**config.mk**
```make
export PLATFORM = sky130hd
export DESIGN_NAME = bus_dma_arbiter
export DESIGN_NICKNAME = d
export VERILOG_FILES = /design/src/rtl/bus_dma_arbiter.sv
export SDC_FILE = /design/constraint.sdc
export NUM_CORES = 1
export LEC_CHECK = 0
export CAP_MARGIN = 20
export CORE_MARGIN = 3
export CORE_UTILIZATION = 60
export CTS_BUF_LIST = sky130_fd_sc_hd__clkbuf_4
export DETAILED_ROUTE_END_ITERATION = 6
export GPL_TIMING_DRIVEN = 0
export PLACE_DENSITY = 0.95
export SYNTH_ARGS = -nofsm -noshare
export SYNTH_HDL_FRONTEND = slang
export SYNTH_SLANG_ARGS = --single-unit
```
**constraint.sdc**
```tcl
create_clock -name clk -period 5.2 [get_ports clk]
set_input_delay 0.52 -clock clk [delete_from_list [all_inputs] [get_ports clk]]
set_output_delay 0.52 -clock clk [all_outputs]
set_load 0.05 [all_outputs]
```
**src/rtl/bus_dma_arbiter.sv**
```systemverilog
// Bus arbiter for the cpu65 external bus. The CPU is halted with RDY, its
// bus drivers are released with AEC, and the bus is then granted to one of
// N_REQ DMA requesters, chosen round-robin. A turnaround cycle with gnt low
// and AEC high follows every grant, and at least one free IDLE cycle follows
// every turnaround.
module bus_dma_arbiter #(
  parameter int N_REQ     = 2,
  parameter int RDY_LEAD  = 3,
  parameter int MAX_BURST = 64
) (
  input  logic             clk,
  input  logic             rst_n,
  input  logic [N_REQ-1:0] req,
  output logic [N_REQ-1:0] gnt,
  input  logic             cpu_rwn,
  output logic             cpu_rdy,
  output logic             cpu_aec,
  output logic             busy,
  output logic [1:0]       last_winner
);

  typedef enum logic [1:0] {
    S_IDLE   = 2'd0,
    S_STALL  = 2'd1,
    S_GRANT  = 2'd2,
    S_RETURN = 2'd3
  } state_t;

  // One counter serves both phases: stall length, then burst length.
  localparam int CNT_MAX = (RDY_LEAD > MAX_BURST) ? RDY_LEAD : MAX_BURST;
  localparam int CNT_W   = $clog2(CNT_MAX + 1);
  localparam logic [CNT_W-1:0] C_ONE      = CNT_W'(1);
  localparam logic [CNT_W-1:0] C_LEAD_M1  = CNT_W'(RDY_LEAD - 1);
  localparam logic [CNT_W-1:0] C_BURST_M1 = CNT_W'(MAX_BURST - 1);
  localparam logic [1:0]       C_LAST_RST = 2'(N_REQ - 1);

  state_t           r_state;
  state_t           w_state_next;
  logic [CNT_W-1:0] r_cnt;
  logic [1:0]       r_winner;
  logic [1:0]       r_last;
  logic             r_rdy;
  logic             r_aec;
  logic             r_busy;
  logic [N_REQ-1:0] r_gnt;

  logic [1:0]       w_idx_hi;
  logic [1:0]       w_idx_any;
  logic             w_pick_hi;
  logic [1:0]       w_win;
  logic [N_REQ-1:0] w_win_mask;
  logic             w_req_win;
  logic             w_rdy_next;
  logic             w_aec_next;
  logic             w_busy_next;
  logic [N_REQ-1:0] w_gnt_next;

  // Round-robin pick: lowest requester above last winner, else lowest overall.
  always_comb begin
    w_idx_hi  = 2'd0;
    w_idx_any = 2'd0;
    w_pick_hi = 1'b0;
    for (int j = N_REQ - 1; j >= 0; j--) begin
      if (req[j]) begin
        w_idx_any = 2'(j);
        if (j > int'(r_last)) begin
          w_pick_hi = 1'b1;
          w_idx_hi  = 2'(j);
        end
      end
    end
    w_win = w_pick_hi ? w_idx_hi : w_idx_any;
  end

  // One-hot decode of the latched winner.
  for (genvar gi = 0; gi < N_REQ; gi++) begin : g_win_mask
    assign w_win_mask[gi] = (r_winner == 2'(gi));
  end

  assign w_req_win = |(req & w_win_mask);

  // State register.
  always_ff @(posedge clk) begin
    if (!rst_n) begin
      r_state <= S_IDLE;
    end else begin
      r_state <= w_state_next;
    end
  end

  // Next-state logic: halt, wait for a provably stopped CPU, grant, turn around.
  always_comb begin
    w_state_next = r_state;
    case (r_state)
      S_IDLE: begin
        if (|req) w_state_next = S_STALL;
      end
      S_STALL: begin
        if (!w_req_win) begin
          w_state_next = S_RETURN;
        end else if ((cpu_rwn && !r_rdy) || (r_cnt >= C_LEAD_M1)) begin
          w_state_next = S_GRANT;
        end
      end
      S_GRANT: begin
        if (!w_req_win || (r_cnt == C_BURST_M1)) w_state_next = S_RETURN;
      end
      S_RETURN: begin
        w_state_next = S_IDLE;
      end
      default: w_state_next = S_IDLE;
    endcase
  end

  // Output decode from the upcoming state, so every output is a register.
  always_comb begin
    w_rdy_next  = (w_state_next == S_IDLE);
    w_aec_next  = (w_state_next != S_GRANT);
    w_busy_next = (w_state_next != S_IDLE);
    w_gnt_next  = (w_state_next == S_GRANT) ? w_win_mask : '0;
  end

  // Output registers.
  always_ff @(posedge clk) begin
    if (!rst_n) begin
      r_rdy  <= 1'b1;
      r_aec  <= 1'b1;
      r_busy <= 1'b0;
      r_gnt  <= '0;
    end else begin
      r_rdy  <= w_rdy_next;
      r_aec  <= w_aec_next;
      r_busy <= w_busy_next;
      r_gnt  <= w_gnt_next;
    end
  end

  // Winner latch, phase counter and round-robin pointer.
  always_ff @(posedge clk) begin
    if (!rst_n) begin
      r_cnt    <= '0;
      r_winner <= C_LAST_RST;
      r_last   <= C_LAST_RST;
    end else begin
      case (r_state)
        S_IDLE: begin
          r_cnt <= '0;
          if (|req) r_winner <= w_win;
        end
        S_STALL: begin
          if (w_state_next == S_GRANT) r_cnt <= '0;
          else                         r_cnt <= r_cnt + C_ONE;
        end
        S_GRANT: begin
          r_cnt <= r_cnt + C_ONE;
        end
        S_RETURN: begin
          r_last <= r_winner;
        end
        default: r_cnt <= '0;
      endcase
    end
  end

  assign gnt         = r_gnt;
  assign cpu_rdy     = r_rdy;
  assign cpu_aec     = r_aec;
  assign busy        = r_busy;
  assign last_winner = r_last;

endmodule

```
==> implementation parameters <==
Parameter                              Value

Worst setup path
  Number of cell instances on the worst register-to-register path ... 6
  Data arrival, critical path ... 2.42 ns
  Setup slack of the most critical reg-to-reg path ... 3.07 ns
  Critical Path, Cell by Cell ... clkdlybuf4s50_1, mux2i_1, or4b_4, o211ai_4, o21ai_2, o311ai_2
  CP delay by family, top ... compound AO/OA/AOI/OAI gates
  Max incr delay on CP ... 0.54 ns
  Number of cells on the critical path ... 6
  Crit path kind ... in2reg
  Worst reg2reg path endpoint ... r_cnt[2]
  Buf/Inv on CP ... 1
  Peak fanout along the critical path ... 9
  Worst path slowest cell ... clkdlybuf4s50_1
  Startpoint type of the worst setup path ... input pin
  Start of the worst register-to-register path ... r_state[0]
  Endpoint required time on the critical path ... 5.41 ns
  Element type at the critical path end ... register

Drt
  Top layer reached by signal wires ... met4
  Final routed wire length divided by cell count ... 13.5 microns
  DRC errors left ... 0
  Count of vias placed by the detailed router ... 924
  Number of optimization iterations in the first detailed-route pass ... 4
  Aggregate routed wire length ... 1970 microns
  Antenna-violating nets left ... 0
  Wire length the detailed router placed on met1 ... 840 microns
  Met3 WL ... 131 microns
  Iter 0 DRT Violations ... 42
  Routed wire length on met2 ... 979 microns
  Via density per instance ... 6.33

Yosys
  Flop and latch count out of synthesis ... 16
  Area share of the largest cell type after synthesis ... 33.4%
  Register area share after synthesis ... 33.4%
  Cell types occupying the most area after synthesis ... dfxtp_1, ha_1, nand2_1
  Avg Inst Size Synth ... 8.19 sq um
  Library cells used by synthesis ... 36
  Synthesized Nets ... 130
  Synth Cell Area ... 958 sq um
  Syn. warnings ... 0
  Largest area contributor in the netlist ... dfxtp_1
  Cell count after synthesis ... 117

Worst hold path
  Startpoint of the lowest-slack hold path ... last_winner[0]
  Hold/Removal Path Class ... reg2reg
  Number of cells on the worst hold path ... 2
  Capture endpoint of the worst hold path ... last_winner[0]

Run
  Number of maximum-capacitance constraint violations ... 0

Place
  Port bufs ... 10
  Weighted congestion at the end of routability-driven global placement ... 1.03
  Area after DPL ... 1080 sq um
  Pre-CTS worst setup slack ... 2.69 ns
  Placed cells ... 142
  DP HPWL ... 1500 microns

Die
  Starting density of the core ... 68.5%
  Core footprint ... 1400 sq um
  Die Width ... 46.0 microns
  Area of the die ... 2110 sq um
  Height of the die ... 46.0 microns
  Number of core rows ... 13
  Ports placed on the boundary ... 12

Run status
  Outcome ... completed

Cells and area
  Non-filler instance count after layout ... 146
  Fill cells ... 95
  Number of nets in the layout ... 145
  Area used by multi-input combinational logic ... 584 sq um
  Total inserted antenna cells ... 0
  Area growth from synthesis to layout ... 15.1%
  Cell area after layout ... 1100 sq um
  Finished Core Util ... 78.9%
  Most frequent standard cell in the layout excluding fill and tap cells ... nand2_1
  Fraction of layout cells with a size suffix above 1 ... 7.63%
  FF+latch area ... 320 sq um
  Commonest cells after routing, fill and taps aside ... nand2_1, dfxtp_1, clkdlybuf4s50_1

Clocking
  CTS tree ... done
  Hold buffers post-CTS ... 0
  Clock root cell ... clkbuf_4
  Number of buffers on the longest clock path ... 2
  Clock sink count ... 16
  Htree depth ... 1
  Total CTS buffers ... 3
  Clock insertion delay at the later pin of the skew report ... 0.30 ns
  Number of setup buffers added after CTS ... 0
  CTS clk-pin slew, worst paths ... 0.10 ns
  Count of cells resized by post-cts repair ... 0

STA
  Skew final ... 0.00450 ns
  Number of slew-limit violations in the final report ... 0
  Actual transition at the worst max-transition pin ... 0.903 ns
  Achievable frequency ... 452 MHz
  Max-slew headroom ... 39.2%
  Number of setup violations in the final report ... 0
  Number of failing hold endpoints at the final stage ... 0
  Final-layout setup total negative slack ... 0 ns
  Setup repair after global routing missed its margin ... false
  Period utilization ... 42.5%
  Final critical delay including setup and external delays ... 2.21 ns
  Smallest setup slack after layout ... 2.99 ns

Pwr
  P_leak ... 0.441 nW
  Power density cells ... 308 nW/um^2
  Largest vdd supply drop ... 0.204 mV

Global routing
  Global-route congestion overflow total ... 0
  Number of global-route vias before repair ... 809
  Maximum number of pins on one net before global-route repair ... 11
  Overall track demand over capacity in global routing ... 21.9%
  Antenna violations before repair ... 0
  First-pass GRT wire length ... 3330 microns
[metrics by stage]
step,hold slack (ns),power (mW)
final,0.506,0.340
after floorplan,0.448,0.238
after global placement,0.465,0.267
after CTS,0.501,0.339
after global routing,0.525,0.358
after detailed placement,0.479,0.272
[sequential cells by signal, indices dropped and copies added, names as in the netlist]
signal       count
cpu_rdy          1
last_winner      1
busy             1
gnt              2
r_winner         1
r_state          2
r_cnt            7
cpu_aec          1
[worst max-delay path by stage]
| stage | to | slack, ns | start |
|---|---|---|---|
| 2_1_floorplan | r_cnt[2] | 3.27 | cpu_rdy |
| 3_3_place_gp | r_cnt[2] | 2.74 | req[1] |
| 3_5_place_dp | r_cnt[2] | 2.69 | req[1] |
| 4_1_cts | r_cnt[2] | 3.00 | req[1] |
| 5_1_grt | r_cnt[5] | 2.84 | r_state[0] |
| 6_report | r_cnt[2] | 2.99 | req[1] |
[cell type report]
class                      instances  share of cell area (%)
buffer                             4                    1.81
timing repair buffer              10                    9.07
multi-input combinational         88                    52.9
clock buffer                       3                    2.04
clock inverter                     1                   0.340
sequential                        16                    29.0
inverter                           9                    3.06
tap                               15                    1.70
[power by group]
group	internal, mW	total (mW)	leakage [nW]	switching (mW)
clock network	0.0280	0.0705	0.0154	0.0426
registers	0.134	0.144	0.130	0.0101
logic	0.0447	0.126	0.295	0.0813
total	0.206	0.340	0.441	0.134
[layer usage]
metal	vias up	global-route usage (%)
met5	-	0
met4	0	6.82
met2	42	38.5
met3	3	3.56
met1	437	26.6
li1	442	-
[synth_stat cells]
cell type	n
o21ai_2	1
nand3_1	3
conb_1	1
a41oi_1	1
buf_4	1
nand2_1	19
nor4_1	2
o21a_1	2
o21ai_1	5
o21ai_0	5
o22ai_1	1
buf_2	1
o211ai_4	1
and3_1	2
and3b_1	1
ha_1	8
or4b_4	1
o32ai_1	1
dfxtp_1	16
and2_1	2
nand2b_1	1
nor3_1	6
inv_2	1
a21oi_1	2
o311ai_2	1
a2111oi_0	1
or2_1	1
nor2_1	6
a21boi_1	2
or4b_1	1
mux2i_1	1
inv_1	8
nor4b_1	2
o211a_1	1
o211ai_1	7
clkbuf_1	2
[worst min-delay path, cell delays in order (launching register included)]
cell and delay [ns]:
dfxtp_1 0.32, inv_1 0.07, o211ai_1 0.08
[cells by family (layout without fill, tap and decap cells)]
| group | after synthesis | after routing | share of synthesized area, % |
|---|---|---|---|
| AOI/OAI and AO/OA | 31 | 31 | 24.2 |
| adders and majority gates | 8 | 8 | 10.4 |
| buffers and inverters | 13 | 27 | 5.61 |
| DFF | 16 | 16 | 33.4 |
| muxes | 1 | 1 | 1.04 |
| other | 1 | 1 | 0.391 |
| and+or+nand+nor | 47 | 47 | 24.9 |
Power figures use the tool's default switching activity.
